### config.mk
export PLATFORM = sky130hd
export DESIGN_NAME = song_select
export DESIGN_NICKNAME = d
export VERILOG_FILES = /design/src/rtl/song_pkg.sv /design/src/rtl/button_debounce.sv /design/src/rtl/song_select.sv
export SDC_FILE = /design/constraint.sdc
export NUM_CORES = 1
export LEC_CHECK = 0
export CORE_UTILIZATION = 49
export CTS_BUF_LIST = sky130_fd_sc_hd__clkbuf_16
export DETAILED_ROUTE_END_ITERATION = 8
export GPL_TIMING_DRIVEN = 0
export PLACE_DENSITY_LB_ADDON = 0.08
export SLEW_MARGIN = 10
export SYNTH_ARGS = -nofsm -noshare
export SYNTH_HDL_FRONTEND = slang
export SYNTH_SLANG_ARGS = --single-unit
export TNS_END_PERCENT = 50
### constraint.sdc
create_clock -name clk -period 5 [get_ports clk]
set_clock_uncertainty 0.1 [all_clocks]
set_input_delay 0.5 -clock clk [delete_from_list [all_inputs] [get_ports clk]]
set_output_delay 0.5 -clock clk [all_outputs]
set_load 0.05 [all_outputs]
### src/rtl/song_pkg.sv
// Shared song-selection definitions: song IDs, the default song count, the FSM state
// encoding, button lane indices and the wrapping index helpers.
package song_pkg;

    localparam logic [3:0] SONG_STAR = 4'd1;
    localparam logic [3:0] SONG_BDAY = 4'd2;
    localparam logic [3:0] SONG_YEAR = 4'd3;

    localparam int DEFAULT_NUM_SONGS = 3;

    typedef enum logic {
        ST_BROWSE = 1'b0,
        ST_PLAY   = 1'b1
    } state_t;

    // Lane order of the three front-panel buttons inside the debouncer bank
    localparam int BTN_NEXT    = 0;
    localparam int BTN_PREV    = 1;
    localparam int BTN_CONFIRM = 2;
    localparam int NUM_BTNS    = 3;

    // Step forward through 1..last; anything at or past last wraps to 1
    function automatic logic [3:0] song_inc(input logic [3:0] cur, input logic [3:0] last);
        return (cur >= last) ? 4'd1 : cur + 4'd1;
    endfunction

    // Step backward through 1..last; 1 (or an out-of-range 0) wraps to last
    function automatic logic [3:0] song_dec(input logic [3:0] cur, input logic [3:0] last);
        return (cur <= 4'd1) ? last : cur - 4'd1;
    endfunction

endpackage

### src/rtl/button_debounce.sv
// One push-button lane: 2-flop synchronizer, stable-count debouncer and
// rising-edge press detector.
module button_debounce #(
    parameter int DB_CYCLES = 2_000_000
) (
    input  logic clk,
    input  logic reset,
    input  logic raw,
    output logic level,
    output logic press
);

    localparam int CW = (DB_CYCLES > 2) ? $clog2(DB_CYCLES) : 1;
    localparam logic [CW-1:0] CNT_LAST = CW'(DB_CYCLES - 1);

    logic          sync1_q;
    logic          sync2_q;
    logic          level_q;
    logic          level_d;
    logic          level_dly_q;
    logic [CW-1:0] cnt_q;
    logic [CW-1:0] cnt_d;

    // The count only runs while the synchronized input disagrees with the accepted level
    always_comb begin
        cnt_d   = '0;
        level_d = level_q;
        if (sync2_q != level_q) begin
            if (cnt_q == CNT_LAST) begin
                level_d = sync2_q;
            end else begin
                cnt_d = cnt_q + 1'b1;
            end
        end
    end

    always_ff @(posedge clk or posedge reset) begin
        if (reset) begin
            sync1_q     <= 1'b0;
            sync2_q     <= 1'b0;
            level_q     <= 1'b0;
            level_dly_q <= 1'b0;
            cnt_q       <= '0;
        end else begin
            sync1_q     <= raw;
            sync2_q     <= sync1_q;
            level_q     <= level_d;
            level_dly_q <= level_q;
            cnt_q       <= cnt_d;
        end
    end

    assign level = level_q;
    assign press = level_q & ~level_dly_q;

endmodule

### src/rtl/song_select.sv
// Front-panel song selection: three debounced buttons drive a wrapping song index
// and a BROWSE/PLAY state machine that hands the confirmed song to playback.
module song_select
    import song_pkg::*;
#(
    parameter int NUM_SONGS = DEFAULT_NUM_SONGS,
    parameter int DB_CYCLES = 2_000_000
) (
    input  logic       clk,
    input  logic       reset,
    input  logic       btn_next,
    input  logic       btn_prev,
    input  logic       btn_confirm,
    output logic [3:0] num,
    output logic [3:0] play_num,
    output logic       playing,
    output logic       play_start
);

    localparam logic [3:0] LAST_SONG = 4'(NUM_SONGS);

    logic [NUM_BTNS-1:0] btn_raw;
    logic [NUM_BTNS-1:0] btn_level;
    logic [NUM_BTNS-1:0] btn_press;

    state_t     state_q;
    logic [3:0] num_q;
    logic [3:0] play_num_q;
    logic       playing_q;
    logic       play_start_q;

    logic       step_next;
    logic       step_prev;

    assign btn_raw[BTN_NEXT]    = btn_next;
    assign btn_raw[BTN_PREV]    = btn_prev;
    assign btn_raw[BTN_CONFIRM] = btn_confirm;

    genvar gi;
    generate
        for (gi = 0; gi < NUM_BTNS; gi++) begin : g_btn
            button_debounce #(
                .DB_CYCLES(DB_CYCLES)
            ) u_debounce (
                .clk  (clk),
                .reset(reset),
                .raw  (btn_raw[gi]),
                .level(btn_level[gi]),
                .press(btn_press[gi])
            );
        end
    endgenerate

    // Simultaneous next+prev cancel; confirm outranks both inside the FSM
    assign step_next = btn_press[BTN_NEXT] & ~btn_press[BTN_PREV];
    assign step_prev = btn_press[BTN_PREV] & ~btn_press[BTN_NEXT];

    always_ff @(posedge clk or posedge reset) begin
        if (reset) begin
            state_q      <= ST_BROWSE;
            num_q        <= SONG_STAR;
            play_num_q   <= 4'd0;
            playing_q    <= 1'b0;
            play_start_q <= 1'b0;
        end else begin
            play_start_q <= 1'b0;
            case (state_q)
                ST_BROWSE: begin
                    if (btn_press[BTN_CONFIRM]) begin
                        play_num_q   <= num_q;
                        playing_q    <= 1'b1;
                        play_start_q <= 1'b1;
                        state_q      <= ST_PLAY;
                    end else if (step_next) begin
                        num_q <= song_inc(num_q, LAST_SONG);
                    end else if (step_prev) begin
                        num_q <= song_dec(num_q, LAST_SONG);
                    end
                end
                ST_PLAY: begin
                    if (btn_press[BTN_CONFIRM]) begin
                        play_num_q <= 4'd0;
                        playing_q  <= 1'b0;
                        state_q    <= ST_BROWSE;
                    end
                end
                default: begin
                    state_q <= ST_BROWSE;
                end
            endcase
        end
    end

    assign num        = num_q;
    assign play_num   = play_num_q;
    assign playing    = playing_q;
    assign play_start = play_start_q;

endmodule

# [After elaboration in Yosys (flattened, before gate mapping)]
# Index checks and enable logic that the tools add are counted.
[classes] addsub=5 n_lt_le_gt_ge=2 eq_ne=8 muxes=20 bitwise=12 n_reduce_logical=6
[op_table] op="2-to-1 mux 21 bit" n=6
[op_table] op="adder 21 x 1 -> 21 bit, second input constant" n=3
[op_table] op="== test 21 bit, second input constant" n=3
[op_table] op="2-to-1 mux 4 bit" n=6
[op_table] op="case mux 4 bit (2 select lines)" n=1
[op_table] op="AND reduction 2 bit" n=4
[op_table] op="NOT 1 bit" n=7
[op_table] op="AND 1 bit" n=5
[op_table] op="2-to-1 mux 1 bit" n=5
[op_table] op="adder 4 x 1 -> 4 bit, second input constant" n=1
[op_table] op="greater-or-equal comparator 4 x 2 -> 1 bit, second input constant" n=1
[op_table] op="<= comparator 4 x 1 -> 1 bit, second input constant" n=1
[op_table] op="inequality test 2 x 1 -> 1 bit, second input constant" n=2
[op_table] op="case mux 1 bit (2 select lines)" n=2
[op_table] op="subtractor 4 x 1 -> 4 bit, second input constant" n=1
[op_table] op="inequality test 1 bit" n=3
[op_table] op="AND reduction 3 bit" n=1
[op_table] op="nonzero test 2 bit" n=1
[word_totals] reg_bits=86 in_bits=5 output_inout_bits=10 word_cells=73

# [Depth between registers and ports, before layout]
[logic_depth] word_depth=6 depth_mapped=7 ltp_nobuf=6

# [Cells and area by module]
# A second synthesis with hierarchy kept.
[hier_totals] hier_cells=427 area_unflattened_um2=4312.9
[modules_own_cells] module="button_debounce" instances=3 cells_each=122 area_each_um2=1242.4 seq_area_each_um2=625.6
[modules_own_cells] module="song_select" instances=1 cells_each=61 area_each_um2=585.6 seq_area_each_um2=276.5

# [Worst setup path before layout]
# Ideal clock, no wire load.
[synth_path] kind="register -> register" start="register num_q[0], in the netlist num[0]" end="register num_q[1], in the netlist num[1]" setup_ns=0.125 arrival_time_ns=1.813 required_time_ns=4.775 setup_slack_ns=2.962 stages_incl_launch_ff=7 n_path_buf=0 synth_period_minus_slack_ns=2.038 path_cell_list="dfstp_2 > inv_1 > ha_1 > or2_2 > a21oi_1 > o22ai_1 > mux2_2"
[synth_via] elab_chain_len=4 elab_cells_between_ends=8 classes_between="add/sub (2); order compare (2); mux (4)"
[synth_lines] item="start, declared" line_no="song_select.sv:27" source="logic [3:0] num_q;"
[synth_lines] item="start signal, assigned" line_no="song_select.sv:75" source="num_q <= song_inc(num_q, LAST_SONG);"
[synth_lines] item="start signal, assigned" line_no="song_select.sv:77" source="num_q <= song_dec(num_q, LAST_SONG);"
[synth_lines] item="subtractor 4 x 1 -> 4 bit / <= comparator 4 x 1 -> 1 bit (equally long branches)" line_no="song_pkg.sv:29" source="return (cur <= 4'd1) ? last : cur - 4'd1;"
[synth_lines] item="2-to-1 mux 4 bit" line_no="song_pkg.sv:29"
[synth_lines] item="2-to-1 mux 4 bit" line_no="song_select.sv:76" source="end else if (step_prev) begin"
[synth_lines] item="2-to-1 mux 4 bit *" line_no="song_select.sv:74" source="end else if (step_next) begin"
# Every way passes the cells marked *; elsewhere a longest branch is shown, timed or not. The select of a mux whose other input is x is not followed.
# A chain may end at the register's enable or synchronous reset.

# [Final worst setup path]
[layout_path] start="register num_q[0], in the netlist num[0]" end="output port num[0]"
[layout_lines] item="end, declared" line_no="song_select.sv:14" source="output logic [3:0] num,"
# No word-level cell between the ends.

==> metrics.txt <==
I/O Buffers 14; Root Driver clkbuf_16; critical setup path kind reg2out; syn_area_per_cell 10.1 um^2; Most Crowded Layer GR met2; reg2reg path depth 6; Fill cells 737; Worst path top cell family by delay buffers and inverters; Cell variety after synth 44; fin nets 450; # setup viols final 0; crit path max fanout 5; WP data required 4.40 ns; DP Wirelength 5.22 mm; CTS tree yes; Slew @ Worst Pin 0.549 ns; Leak 1.99 nW; status completed; row count 33; leading area contributor after synthesis dfrtp_1; Post-CTS Setup Bufs 0; fraction of layout cells with a size suffix above 1 7.74%; final hold vios 0; FF-to-FF setup slack 2.71 ns; yosys warns 0; Reg2Reg Launch Point g_btn[2].u_debounce.cnt_q[0]; Detailed Route WL 7.65 mm; die width 94.0 um; gpl congestion 0.818; Net Count, Synth 424; synthesis-stage register bit count 86; setup TNS 0 ns; Buf/Inv on CP 1; pwr/cell area 303 nW/um^2; grt met2 use 31.3%; post-route cell area 4760 um^2; GRT met1 Usage 26.6%; Post-CTS Hold Fix Bufs 0; Final ANT Viol Nets 0; EDFF count, synth 0; Clock transition at path regs 0.06 ns; Final period util 46.3%; initial antenna violation count 0; GR Layer Usage met3 2.91%; Fin Hold WS 0.247 ns; All-Layer GR Usage 19.7%; TritonCTS buffer count 9; crit path max-delay cell type clkdlybuf4s50_1; CP max stage delay 0.81 ns; Routed WL per cell 14.1 um; post-synthesis sequential area ratio 51.9%; crit path cell chain clkdlybuf4s50_1; worst-skew pair later-pin latency 0.33 ns; PostCTS Resize Cnt 0; via/cell ratio 5.67; vias in the first global route 2999; Layout area overhead 14.6%; dominant cells by area after synthesis dfrtp_1 51%, xor2_1 5.7%, nor2_1 4.5%; RR Endpoint g_btn[2].u_debounce.cnt_q[9]; Die Ht 94.0 um; area of the core 8220 um^2; Pre-Repair DR Iteration Count 4; largest net degree at the start of global routing 65; Initial Utilization 50.5%; DRC errors left 0; post-synthesis cell count 409; via count 3087; maximum vdd drop 184 uV; Max Root-Sink Buffers 2; Worst setup startpoint num[0]; Ant. Diodes 0; count of pins over their slew limit 0; Main synth FF type dfrtp_1; IO Pins 15; mapped cell area 4150 um^2; first-pass GRT wire length 13.6 mm; max_slew headroom 63.0%; crit start category flop; crit path capture type output port; Fmax achieved 432 MHz; Overflow after GRT 0; area of the multi-input gates 1900 um^2; hold_sp g_btn[2].u_debounce.sync1_q; Post-synth ARST share 100%; Die ar. 8840 um^2; post-layout min period 2.32 ns; Setup crit end num[0]; clk sinks 86; max_cap viols 0; initial drt markers 187; arrival time at the worst endpoint 1.72 ns; top cell type's share of synthesized area 51.3%; H-tree Lvls 3; RSZ-0062 raised after global routing false; Sequential Area 2150 um^2; WP depth 1; worst min path class reg2reg; placed cell areas 4450 um^2
==> synthesized netlist by cell type, drive strengths merged, types with 5 or more instances <==
cell type,n
inv,13
or4,9
or3,12
nor4,6
ha,10
and4,9
nand2,24
xnor2,14
and3,5
o31ai,9
nor3,5
clkbuf,8
nor2,50
nand4,27
a21oi,20
xor2,27
dfrtp,85
mux2,5
nand3,18
o21ai,18
nand2b,6
and2,6
==> power by group <==
part	switching, mW	internal (mW)
Combinational	0.0295	0.0134
Sequential	0.00781	0.704
Clock	0.256	0.430
Total	0.294	1.15
==> metal layers <==
metal	vias to the layer above	wire (um)
met1	1518	3730
met3	11	200
met2	38	3590
li1	1520	-
met4	0	133
met5	-	0
==> per-stage QoR <==
step / cells / utilization (%) / total power, mW / setup slack [ns]
2_1_floorplan: 409 / - / 0.752 / 2.18
3_3_place_gp: 528 / 53.8 / 0.766 / 0.763
3_5_place_dp: 529 / 54.2 / 0.770 / 2.68
4_1_cts: 544 / 57.9 / 1.46 / 2.66
5_1_grt: 544 / 57.9 / 1.50 / 2.52
6_report: 544 / 57.9 / 1.44 / 2.68
==> cells in the final DEF, fill, tap and decap left out, types with 2 or more instances in the layout <==
cell type         n
or4_1             7
a21oi_1          20
nor2_1           50
or4_4             2
a211oi_1          3
dfrtp_1          85
nor4_1            6
and2_1            6
and4_1            8
ha_1             10
mux2_2            5
clkbuf_16         9
nand3_1          18
nand4_1          26
nor3_1            5
bufinv_16         2
o21ai_0          18
clkdlybuf4s50_1  14
or3_1            12
clkbuf_1          6
nand2b_1          6
clkbuf_2          2
xnor2_1          14
o41ai_1           2
inv_1            14
o31ai_1           9
nand2_1          24
and3_1            5
nor4bb_1          2
xor2_1           27
buf_2             2
==> how the worst min path moves through the flow <==
stage	end	depth (start not counted)	slack, ns
global placement	g_btn[2].u_debounce.sync2_q	0	0.23
finish	g_btn[2].u_debounce.sync2_q	0	0.25
global route	g_btn[0].u_debounce.sync2_q	0	0.27
CTS	g_btn[2].u_debounce.sync2_q	0	0.25
floorplan	g_btn[0].u_debounce.sync2_q	0	0.23
detailed placement	g_btn[2].u_debounce.sync2_q	0	0.24
==> cells by family (layout without fill, tap and decap cells) <==
logic type | after synthesis | after routing | share of synthesized area, %
and+or+nand+nor | 185 | 185 | 24.3
xor gates and xnor gates | 41 | 41 | 8.66
AOI/OAI and AO/OA | 58 | 58 | 8.41
muxes | 5 | 5 | 1.36
buffers and inverters | 24 | 54 | 2.38
adders and majority gates | 10 | 10 | 3.02
DFF | 86 | 86 | 51.9
==> area by class of cell <==
| cell class | count | share of cell area, % |
|---|---|---|
| buffer | 11 | 1.05 |
| clock buffer | 9 | 4.74 |
| clock inverter | 6 | 1.68 |
| inverter | 13 | 1.08 |
| multi-input combinational | 299 | 39.9 |
| sequential | 86 | 45.3 |
| tap | 105 | 2.76 |
| timing repair buffer | 15 | 3.53 |
==> registers in the layout (all words and copies together), names as in the netlist <==
signal	count
state_q	1
g_btn.u_debounce.sync1_q	3
g_btn.u_debounce.level_dly_q	3
play_num	4
g_btn.u_debounce.sync2_q	3
g_btn.u_debounce.level	3
g_btn.u_debounce.cnt_q	63
num	4
playing	1
play_start	1
(Power assumes the default switching activity.)
